**src/rtl/pc_sequencer_if.sv**
```systemverilog
// pc_sequencer_if: control and fetch-handshake bundle for pc_sequencer.
//   slave  modport : used by pc_sequencer (takes control/ready, drives pc/status)
//   master modport : used by the CPU control unit / ROM side
//   Control in : start, soft_reset, load, load_addr[15:0], stall, halt_req
//   Fetch       : fetch_ready (in), pc[15:0] (out), fetch_valid (out)
//   Status out  : halted, wrapped, state[1:0]
interface pc_sequencer_if;
    logic        start;
    logic        soft_reset;
    logic        load;
    logic [15:0] load_addr;
    logic        stall;
    logic        halt_req;
    logic        fetch_ready;
    logic [15:0] pc;
    logic        fetch_valid;
    logic        halted;
    logic        wrapped;
    logic [1:0]  state;

    modport slave (
        input  start, soft_reset, load, load_addr, stall, halt_req, fetch_ready,
        output pc, fetch_valid, halted, wrapped, state
    );

    modport master (
        output start, soft_reset, load, load_addr, stall, halt_req, fetch_ready,
        input  pc, fetch_valid, halted, wrapped, state
    );
endinterface

```
**src/rtl/pc_sequencer.sv**
```systemverilog
// pc_sequencer: Hack CPU program-counter controller for the fetch path.
//   Owns the 16-bit PC, advances it through an Inc16 instance on every
//   accepted fetch (fetch_valid & fetch_ready), and handles branch load,
//   stall, halt/resume and synchronous soft restart.
//   Ports:
//     clk   : system clock, rising edge
//     rst_n : asynchronous active-low reset
//     bus   : pc_sequencer_if.slave (control inputs, ROM handshake, status)
//   Parameter RESET_ADDR: PC value after hard or soft reset.

// Inc16: 16-bit incrementer, modulo 2^16.
module Inc16 (
    input  logic [15:0] in_i,
    output logic [15:0] out_o
);
    assign out_o = in_i + 16'd1;
endmodule

module pc_sequencer #(
    parameter logic [15:0] RESET_ADDR = 16'h0000
) (
    input  logic          clk,
    input  logic          rst_n,
    pc_sequencer_if.slave bus
);

    typedef enum logic [1:0] {
        ST_IDLE = 2'd0,
        ST_RUN  = 2'd1,
        ST_WAIT = 2'd2,
        ST_HALT = 2'd3
    } state_t;

    state_t      state_q, state_d;
    logic [15:0] pc_q, pc_d;
    logic        wrapped_q, wrapped_d;
    logic [15:0] pc_inc;
    logic        accept;

    Inc16 u_inc16 (
        .in_i  (pc_q),
        .out_o (pc_inc)
    );

    // Outputs decode the state register only: no input-to-output path.
    assign bus.fetch_valid = (state_q == ST_RUN);
    assign bus.halted      = (state_q == ST_HALT);
    assign bus.state       = state_q;
    assign bus.pc          = pc_q;
    assign bus.wrapped     = wrapped_q;

    assign accept = (state_q == ST_RUN) && bus.fetch_ready;

    always_comb begin
        state_d   = state_q;
        pc_d      = pc_q;
        wrapped_d = wrapped_q;

        unique case (state_q)
            ST_IDLE: if (bus.start) state_d = ST_RUN;
            ST_RUN: begin
                if (bus.halt_req)   state_d = ST_HALT;
                else if (bus.stall) state_d = ST_WAIT;
            end
            ST_WAIT: begin
                if (bus.halt_req)    state_d = ST_HALT;
                else if (!bus.stall) state_d = ST_RUN;
            end
            ST_HALT: if (bus.start) state_d = ST_RUN;
            default: state_d = ST_IDLE;
        endcase

        // A load wins over an accept: the outstanding fetch is squashed
        // and the new target is presented on the next cycle.
        if (bus.load) begin
            pc_d = bus.load_addr;
        end else if (accept) begin
            pc_d = pc_inc;
            if (pc_q == 16'hFFFF) wrapped_d = 1'b1;
        end

        if (bus.soft_reset) begin
            state_d   = ST_IDLE;
            pc_d      = RESET_ADDR;
            wrapped_d = 1'b0;
        end
    end

    always_ff @(posedge clk or negedge rst_n) begin
        if (!rst_n) begin
            state_q   <= ST_IDLE;
            pc_q      <= RESET_ADDR;
            wrapped_q <= 1'b0;
        end else begin
            state_q   <= state_d;
            pc_q      <= pc_d;
            wrapped_q <= wrapped_d;
        end
    end

endmodule

```
**src/flat_wrapper.sv**
```systemverilog
// flat-port wrapper written by rule: the top's interface ports become plain ports
module pc_sequencer_flat 
#(
    parameter logic [15:0] RESET_ADDR = 16'h0000
)
  (clk, rst_n, bus_start, bus_soft_reset, bus_load, bus_load_addr, bus_stall, bus_halt_req, bus_fetch_ready, bus_pc, bus_fetch_valid, bus_halted, bus_wrapped, bus_state);
  pc_sequencer_if bus_i ();
  input  logic clk;
  input  logic rst_n;
  input wire logic [$bits(bus_i.start)-1:0] bus_start;
  input wire logic [$bits(bus_i.soft_reset)-1:0] bus_soft_reset;
  input wire logic [$bits(bus_i.load)-1:0] bus_load;
  input wire logic [$bits(bus_i.load_addr)-1:0] bus_load_addr;
  input wire logic [$bits(bus_i.stall)-1:0] bus_stall;
  input wire logic [$bits(bus_i.halt_req)-1:0] bus_halt_req;
  input wire logic [$bits(bus_i.fetch_ready)-1:0] bus_fetch_ready;
  output wire logic [$bits(bus_i.pc)-1:0] bus_pc;
  output wire logic [$bits(bus_i.fetch_valid)-1:0] bus_fetch_valid;
  output wire logic [$bits(bus_i.halted)-1:0] bus_halted;
  output wire logic [$bits(bus_i.wrapped)-1:0] bus_wrapped;
  output wire logic [$bits(bus_i.state)-1:0] bus_state;
  assign bus_i.start = bus_start;
  assign bus_i.soft_reset = bus_soft_reset;
  assign bus_i.load = bus_load;
  assign bus_i.load_addr = bus_load_addr;
  assign bus_i.stall = bus_stall;
  assign bus_i.halt_req = bus_halt_req;
  assign bus_i.fetch_ready = bus_fetch_ready;
  assign bus_pc = bus_i.pc;
  assign bus_fetch_valid = bus_i.fetch_valid;
  assign bus_halted = bus_i.halted;
  assign bus_wrapped = bus_i.wrapped;
  assign bus_state = bus_i.state;
  pc_sequencer #(.RESET_ADDR(RESET_ADDR)) u_core (.clk(clk), .rst_n(rst_n), .bus(bus_i));
endmodule
```
**config.mk**
```make
export PLATFORM = sky130hd
export DESIGN_NAME = pc_sequencer_flat
export DESIGN_NICKNAME = d
export VERILOG_FILES = /design/src/rtl/pc_sequencer_if.sv /design/src/rtl/pc_sequencer.sv /design/src/flat_wrapper.sv
export SDC_FILE = /design/constraint.sdc
export NUM_CORES = 1
export LEC_CHECK = 0
export CAP_MARGIN = 20
export CORE_ASPECT_RATIO = 1.75
export CORE_MARGIN = 10
export CORE_UTILIZATION = 30
export DETAILED_ROUTE_END_ITERATION = 16
export GPL_TIMING_DRIVEN = 0
export REMOVE_ABC_BUFFERS = 1
export SLEW_MARGIN = 15
export SYNTH_ARGS = -nofsm -noshare
export SYNTH_HDL_FRONTEND = slang
export SYNTH_HIERARCHICAL = 1
export SYNTH_SLANG_ARGS = --single-unit
```
**constraint.sdc**
```tcl
create_clock -name clk -period 2.72 [get_ports clk]
set_clock_uncertainty 0.1 [all_clocks]
set_input_delay 0.408 -clock clk [delete_from_list [all_inputs] [get_ports clk]]
set_output_delay 0.408 -clock clk [all_outputs]
set_load 0.01 [all_outputs]
```
==> impl_summary.md, run 1 <==
Route
After detailed routing, the total wire length is 3.76 mm. For this run, design rule violations remaining after detail routing come to 0. The count of nets left with antenna violations once routing finished came out at 0. The detailed router finished its first iteration with 23 violations. Summing over every cut layer, the via total after detailed routing is 1217. After detailed routing, the number of vias per cell comes to 5.09.

For this run, the detailed router's first-pass iteration total came to 4. The detail-routed net length per standard cell is 15.7 um.

Floorplan
The initial utilization of the core area, before any placement, comes to 0.310. The die extent in x is 71.0 um. The die is 109 um tall. The region available for standard cell placement spans 0.00440 sq mm.

The floorplan has 32 rows. The floorplan step defined a die boundary enclosing 0.00775 sq mm. Pin placement for this block handled 45 I/O pins.

Timing
The final number of hold-violating endpoints was 0. The highest clock rate is 460 MHz. The total negative setup slack is 0 ps. The setup slack after layout is 546 ps. The post-route minimum period is 2170 ps. On the final layout, the worst hold slack is 421 ps. The final number of max-transition violations came to 0. Setup violations remaining at the end of the flow were counted as 0. The part of the cycle the worst path needs is 0.799. Setup repair after global routing left no endpoint under its margin. The worst pin sits at a relative slew slack of 0.402. The slew at the pin closest to its max-slew limit is 894 ps.

Global route
In the global route stage, met3 resource usage came out at 0.0264. The number of antenna violations at the first check in global routing came to 0. The number of global-route vias before repair came to 1334. After global routing, the most crowded layer is met2. Across every metal layer, demand over resource in global routing totals 0.0962. The met1 usage in global routing is 0.104.

For this run the aggregate overflow at the end of global routing stands at 0. The first global-routing pass estimated 6.26 mm of wire. In the global route stage, met2 resource usage came out at 0.167. Entering global routing, the biggest net connects 20 pins.

Layout
The area overhead of the layout relative to synthesis is 38.6%. The total number of nets in the final design is 217. The count of fill cells added during filler insertion is 446. The fraction of final layout cells sized beyond drive strength 1 is 0.112. With fillers left out, the area of the finished cells amounts to 0.00189 sq mm. At the end of the flow the core is filled with cells to 0.429. The number of antenna diodes in the final layout is 0.

The non-filler instance count after layout is 239.

Clock network
The largest buffer count on any clock path is 2. The tree is rooted in a clkbuf_8. The TritonCTS sink count is 19. The total clock buffers created by CTS is 3. CTS built an H-tree with a depth of 1.

After clock tree synthesis, the repair step resized 0 gates. The number of buffers inserted for hold repair after clock tree synthesis is 0. The post-CTS setup-driven buffer insertion count is 0. The later-pin clock latency in the skew report is 250 ps. TritonCTS built the clock tree. The clock transition at the registers of the reported paths is 70 ps.

Yosys
The portion of synthesized cell area occupied by the leading cell type is 0.349. During synthesis, Yosys emitted a total of 6 warnings. Ranked by instance count, the synthesized netlist is headed by 22 x nand2_1, 19 x dfrtp_1, 17 x mux2i_1. A synthesized cell averages 9.54 sq um. The most used flip-flop cell after synthesis is dfrtp_1.

The count of flip-flops with a built-in enable after synthesis is 0. The most common cell in the synthesized netlist is nand2_1. In the synthesized netlist the async set-or-reset flop fraction comes to 1.00. In this run, synthesis produced a sequential element count of 19. The number of cells produced by synthesis is 143.

Sorting the synthesized cells by area gives the leading types as dfrtp_1 35%, mux2i_1 12%, o21ai_2 6.4%. The distinct cell type count after synthesis is 32. The sequential share of the synthesized area is 0.349. Of all cell types, the one taking the most synthesized area is dfrtp_1. The mapped netlist covers 0.00136 sq mm.

Place
The worst slack after detailed placement is -48.2 ps. The count of buffers added on input and output ports is 44. The HPWL reported at the end of detailed placement is 2.93 mm. The congestion estimate from routability-driven global placement came to 0.832.

The number of placed instances, taps included is 234. The total cell area at the placement stage is 0.00183 sq mm.

Flow run
Across the run, the number of max-cap violations was 0.

Power
The completed layout was analyzed and its total power is 0.917 mW. In this run the static leakage power is 0.797 nW. The maximum VDD drop is 0.383 mV. The power density normalized to cell area is 485 mW/mm^2.

Setup path
The standard cell with the maximum stage delay on the critical path is clkdlybuf4s50_1. Along the worst path, the maximum fanout reaches 6. At the worst endpoint, the required time is 2210 ps.

The startpoint kind of the worst setup timing path is a flop. The worst setup path is of the reg -> out kind. The largest stage delay on the critical path is 600 ps. The sum of buffers and inverters on the critical path is 2. The dominant delay contributor by cell family on the critical path is buffers and inverters. The arrival time of the worst setup path is 1670 ps. Traced cell by cell, the critical path runs through inv_1 > ha_1 > clkdlybuf4s50_1. The nature of the critical path endpoint is a primary output.

Worst hold path
The worst min-delay path class is reg -> reg.

Run status
The flow ran to the end, and the final reports show no timing, DRC or antenna violations.
==> cell families after synthesis <==
family,synth area share
XOR/XNOR,0.0899
AO/OA/AOI/OAI,0.134
adder cells (fa/ha/maj),0.0367
buffers and inverters,0.0468
multiplexers,0.133
AND/OR/NAND/NOR,0.211
flip-flops,0.349
==> power by group <==
group,total [mW],internal (mW),switching (mW),leakage (nW)
Combinational,0.350,0.185,0.165,0.519
Clock,0.191,0.104,0.0873,0.0228
Sequential,0.376,0.316,0.0597,0.255
==> sequential cells by signal, indices dropped and copies added, names as in the netlist <==
signal and count:
u_core/bus.pc 16, u_core/bus.state 2, u_core/bus.wrapped 1
==> layout make-up <==
| class | instances | area [sq um] | share of cell area |
|---|---|---|---|
| Inverter | 7 | 26.3 | 0.0139 |
| Sequential cell | 19 | 475 | 0.251 |
| Tap cell | 51 | 63.8 | 0.0338 |
| Multi-Input combinational cell | 113 | 825 | 0.436 |
| Clock buffer | 4 | 45.0 | 0.0238 |
| Timing Repair Buffer | 45 | 455 | 0.241 |
==> worst paths after layout <==
kind,start,end,slack [ps],cells past startpoint
max,u_core/bus.state[1]$_DFFE_PN0P_,bus_fetch_valid,550,3
max in group asynchronous,rst_n,u_core/bus.pc[4]$_DFFE_PN0P_,1410,1
max reg2reg,u_core/bus.pc[0]$_DFFE_PN0P_,u_core/bus.pc[12]$_DFFE_PN0P_,800,6
min,u_core/bus.wrapped$_DFFE_PN0P_,u_core/bus.wrapped$_DFFE_PN0P_,420,1
min in group asynchronous,rst_n,u_core/bus.pc[7]$_DFFE_PN0P_,560,1
min reg2reg,u_core/bus.wrapped$_DFFE_PN0P_,u_core/bus.wrapped$_DFFE_PN0P_,420,1
==> layout by cell type, fill, tap and decap left out, types with 2 or more instances in the layout <==
cell type | Yosys | routed
nor3_1 | 5 | 5
nand3_1 | 4 | 4
ha_1 | 4 | 4
o21ai_1 | 7 | 7
nor2_1 | 4 | 4
nand2b_1 | 2 | 2
xnor2_1 | 5 | 5
mux2i_1 | 17 | 17
clkbuf_8 | 0 | 3
nand2_1 | 22 | 22
xor2_1 | 9 | 9
inv_1 | 6 | 6
nor4_1 | 4 | 4
nand4_1 | 7 | 7
clkdlybuf4s50_1 | 0 | 44
o21ai_2 | 10 | 10
dfrtp_1 | 19 | 19
==> worst reg2reg max path: cells and delay by family (launching register included) <==
| kind | cells | cell delay, ps |
|---|---|---|
| and+or+nand+nor | 2 | 580 |
| DFF | 1 | 500 |
| adders and majority gates | 1 | 260 |
| xor gates and xnor gates | 1 | 190 |
| AOI/OAI and AO/OA | 1 | 120 |
| muxes | 1 | 90 |
==> metal layers <==
layer / vias up / wire length, um
li1: 597 / -
met1: 573 / 1560
met2: 37 / 1910
met3: 10 / 205
met4: 0 / 78
met5: - / 0
Power figures use the tool's default switching activity.
==> run 2, diff against run 1 <==
- clock period: 2.72 -> 2.2 ns (I/O delays scaled with it)
==> run 2 against run 1 <==
  * Wire length up 0.88%
  * Register-to-register slack worse by 500 ps
  * Count of clock-buffer cells in the layout unchanged
  * First-iteration DRC count unchanged
  * Sequential power up 24%
  * Final cell count up 0.42%
  * Total power up 25%
  * Clock power up 24%
  * Critical path type unchanged
  * Critical endpoint unchanged
==> impl_summary.md, run 2 (synthesis results as in run 1) <==
Route
The violation count after the first detailed-routing iteration is 23 (unchanged). The remaining design rule violation count is 0 (unchanged). The total iterations of the first detailed-routing run is 4 (unchanged).

The average vias per placed instance is 5.10 (was 5.09). The overall via count from detail_route was 1224 (was 1217). The number of nets with antenna violations after detailed routing is 0 (unchanged).

The detail-routed net length per standard cell came to 15.8 um (was 15.7 um). The routed wire length is 3.79 mm (was 3.76 mm).

Setup path
The largest stage delay on the critical path is 600 ps (about the same). The nature of the critical path endpoint is a primary output (unchanged). The start of the worst register-to-register path is u_core/bus.pc[0]$_DFFE_PN0P_ (unchanged). The sum of buffers and inverters on the critical path is 2 (unchanged). The type of the worst setup path is reg -> out (unchanged). The dominant delay contributor by cell family on the critical path is buffers and inverters (unchanged). The standard cell with the maximum stage delay on the critical path is clkdlybuf4s50_1 (unchanged). The worst-case register-to-register setup slack came to 300 ps (was 800 ps). The startpoint kind of the worst setup timing path is a flop (unchanged). The worst reg2reg path depth is 6 (unchanged).

The worst setup path startpoint is u_core/bus.state[1]$_DFFE_PN0P_ (unchanged). The worst flop-to-flop path endpoint is u_core/bus.pc[12]$_DFFE_PN0P_ (unchanged). The data required time at the worst endpoint is 1770 ps (was 2210 ps).

The arrival time of the worst setup path is 1670 ps (about the same). The worst-path maximum fanout is 6 (unchanged). Series of cell instances along the critical path: inv_1 > ha_1 > clkdlybuf4s50_1 (unchanged).

Timing
The final hold slack was 421 ps (about the same). The slew at the pin closest to its max-slew limit came to 891 ps (was 894 ps). The post-route minimum period is 2100 ps. The final number of hold-violating endpoints is 0 (unchanged).

The worst slew slack as a fraction of its limit is 0.404 (was 0.402). The setup slack after layout is 98.7 ps (was 546 ps). The part of the cycle the worst path needs is 0.955.

The final number of max-transition violations is 0 (unchanged). The total negative setup slack was 0 ps (unchanged). The final number of setup-violating endpoints is 0 (unchanged). Based on the critical path, the design can be clocked at up to 476 MHz. Setup repair after global routing missed its margin: no (unchanged).

Global route
The final global-route overflow total is 0 (unchanged). The aggregate global-route resource usage came to 0.0971 (was 0.0962). The number of antenna violations at the first check in global routing is 0 (unchanged).

The number of global-route vias before repair came to 1340 (was 1334). The first-pass GRT wire length is 6.32 mm (was 6.26 mm). The largest net degree at the start of global routing was 20 (unchanged).

Power
The sum of internal, switching and leakage power is 1.14 mW (was 0.917 mW). The maximum VDD drop is 0.475 mV (was 0.383 mV). The static leakage is 0.807 nW (was 0.797 nW). The power share of the combinational group came to 0.386 (was 0.382). The proportion of power drawn by flip-flops and latches is 0.407 (was 0.410).

The proportion of total power due to net switching was 0.339 (was 0.340). The clock network fraction of total power is 0.207 (was 0.209). The switching power came to 0.388 mW (was 0.312 mW).

The power density normalized to cell area is 598 mW/mm^2 (was 485 mW/mm^2). The internal power contribution was 0.755 mW (was 0.605 mW).

Place
The worst slack after detailed placement is -490 ps (was -48.2 ps). The HPWL reported at the end of detailed placement came to 2.93 mm (unchanged). The final weighted congestion in routability-driven placement was 0.832 (unchanged).

The count of buffers inserted at the top-level ports is 44 (unchanged). The number of placed instances, taps included is 234 (unchanged).

Clock network
The level count of the clock H-tree is 1 (unchanged). The largest buffer count on any clock path came to 2 (unchanged). The clock transition at the registers of the reported paths is 70 ps (about the same). The TritonCTS clock tree is done (unchanged). The later-pin clock latency in the skew report came to 250 ps (about the same). The clock root buffer master is clkbuf_8 (unchanged). The TritonCTS sink count is 19 (unchanged).

The total clock buffers created by CTS was 3 (unchanged).

Flow run
The count of maximum capacitance violations is 0 (unchanged).

Worst hold path
The worst min-delay path class was reg -> reg (unchanged). The hold-critical path depth is 1 (unchanged). The worst min-delay path startpoint was u_core/bus.wrapped$_DFFE_PN0P_ (unchanged).

The end point of the most critical hold path is u_core/bus.wrapped$_DFFE_PN0P_ (unchanged).

Layout
The count of fill cells added during filler insertion is 445 (was 446). The number of flip-flops in the largest register is 16 (unchanged). The number of inserted diodes is 0 (unchanged).

The fraction of final layout cells sized beyond drive strength 1 was 0.116 (was 0.112). The non-filler instance count after layout is 240 (was 239). The most common library cell in the layout ignoring fill and taps was clkdlybuf4s50_1 (unchanged). The area overhead of the layout relative to synthesis is 40.0% (was 38.6%). Highest-count cells in the layout ignoring fill and taps: 43 x clkdlybuf4s50_1, 22 x nand2_1, 19 x dfrtp_1, 17 x mux2i_1, 10 x o21ai_2 (was 44 x clkdlybuf4s50_1, 22 x nand2_1, 19 x dfrtp_1, 17 x mux2i_1, 10 x o21ai_2). The total number of nets in the final design is 218 (was 217).

Floorplan
The site row count came to 32 (unchanged). The die extent in x is 71.0 um (unchanged). The height of the die is 109 um (unchanged). The area enclosed by the die boundary is 0.00775 sq mm (unchanged). The standard cell core area came to 0.00440 sq mm (unchanged). The count of boundary I/O pins is 45 (unchanged). The initial standard-cell utilization of the core came to 0.310 (unchanged).

Run status
Result of the run: finished clean (unchanged).
[run 2: changes by cell type in the layout (fill, tap and decap cells not counted), sizes merged]
cell,change
buf,+1
clkdlybuf4s50,-1
dlygate4sd2,+1
[run 2: layout make-up]
cell class                 instances  area (sq um)  share of cell area
inverter                           7          26.3              0.0138
tap                               51          63.8              0.0334
clock buffer                       4          45.0              0.0236
sequential                        19           475               0.249
multi-input combinational        113           825               0.432
timing repair buffer              46           474               0.248
[run 2: worst max-delay path by stage]
| stage | slack (ps) | to | cells after the start |
|---|---|---|---|
| after floorplan | 540 | u_core/bus.pc[12]$_DFFE_PN0P_ | 6 |
| after global placement | -470 | u_core/bus.pc[13]$_DFFE_PN0P_ | 4 |
| after detailed placement | -490 | u_core/bus.pc[3]$_DFFE_PN0P_ | 4 |
| after CTS | 80 | bus_fetch_valid | 3 |
| after global routing | 20 | bus_fetch_valid | 3 |
| final | 100 | bus_fetch_valid | 3 |
[run 2: per-stage QoR]
| step | area [sq um] | util |
|---|---|---|
| 5_1_grt | 1910 | 0.434 |
| 6_report | 1910 | 0.434 |
| 3_3_place_gp | 1830 | 0.416 |
| 2_1_floorplan | 1330 | - |
| 4_1_cts | 1890 | 0.430 |
| 3_5_place_dp | 1830 | 0.416 |
[run 2: layer usage]
metal | GRT usage | routed length, um
met4 | 0.0472 | 78
met3 | 0.0246 | 195
met1 | 0.107 | 1580
met2 | 0.169 | 1930
met5 | 0 | 0
[run 2: power groups by stage]
stage               logic (mW)  registers, mW  clock network, mW
global placement         0.421          0.472                  0
floorplan                0.202          0.476                  0
global route             0.483          0.479              0.259
detailed placement       0.437          0.473                  0
finish                   0.441          0.465              0.237
CTS                      0.446          0.467              0.249
[run 2: worst register-to-register path, cell delays in order, from the launching register on]
cell     delay (ps)
dfrtp_1         500
ha_1            260
nand4_1         270
nor4_1          310
xor2_1          190
mux2i_1          90
o21ai_1         120
[run 2: repair_timing]
action                                  in CTS  in global routing
resized for setup                            1                  0
hold buffers                                 0                  0
endpoints found under the hold margin        0                  0
endpoints found under the setup margin      16                  0
buffers inserted                             1                  0
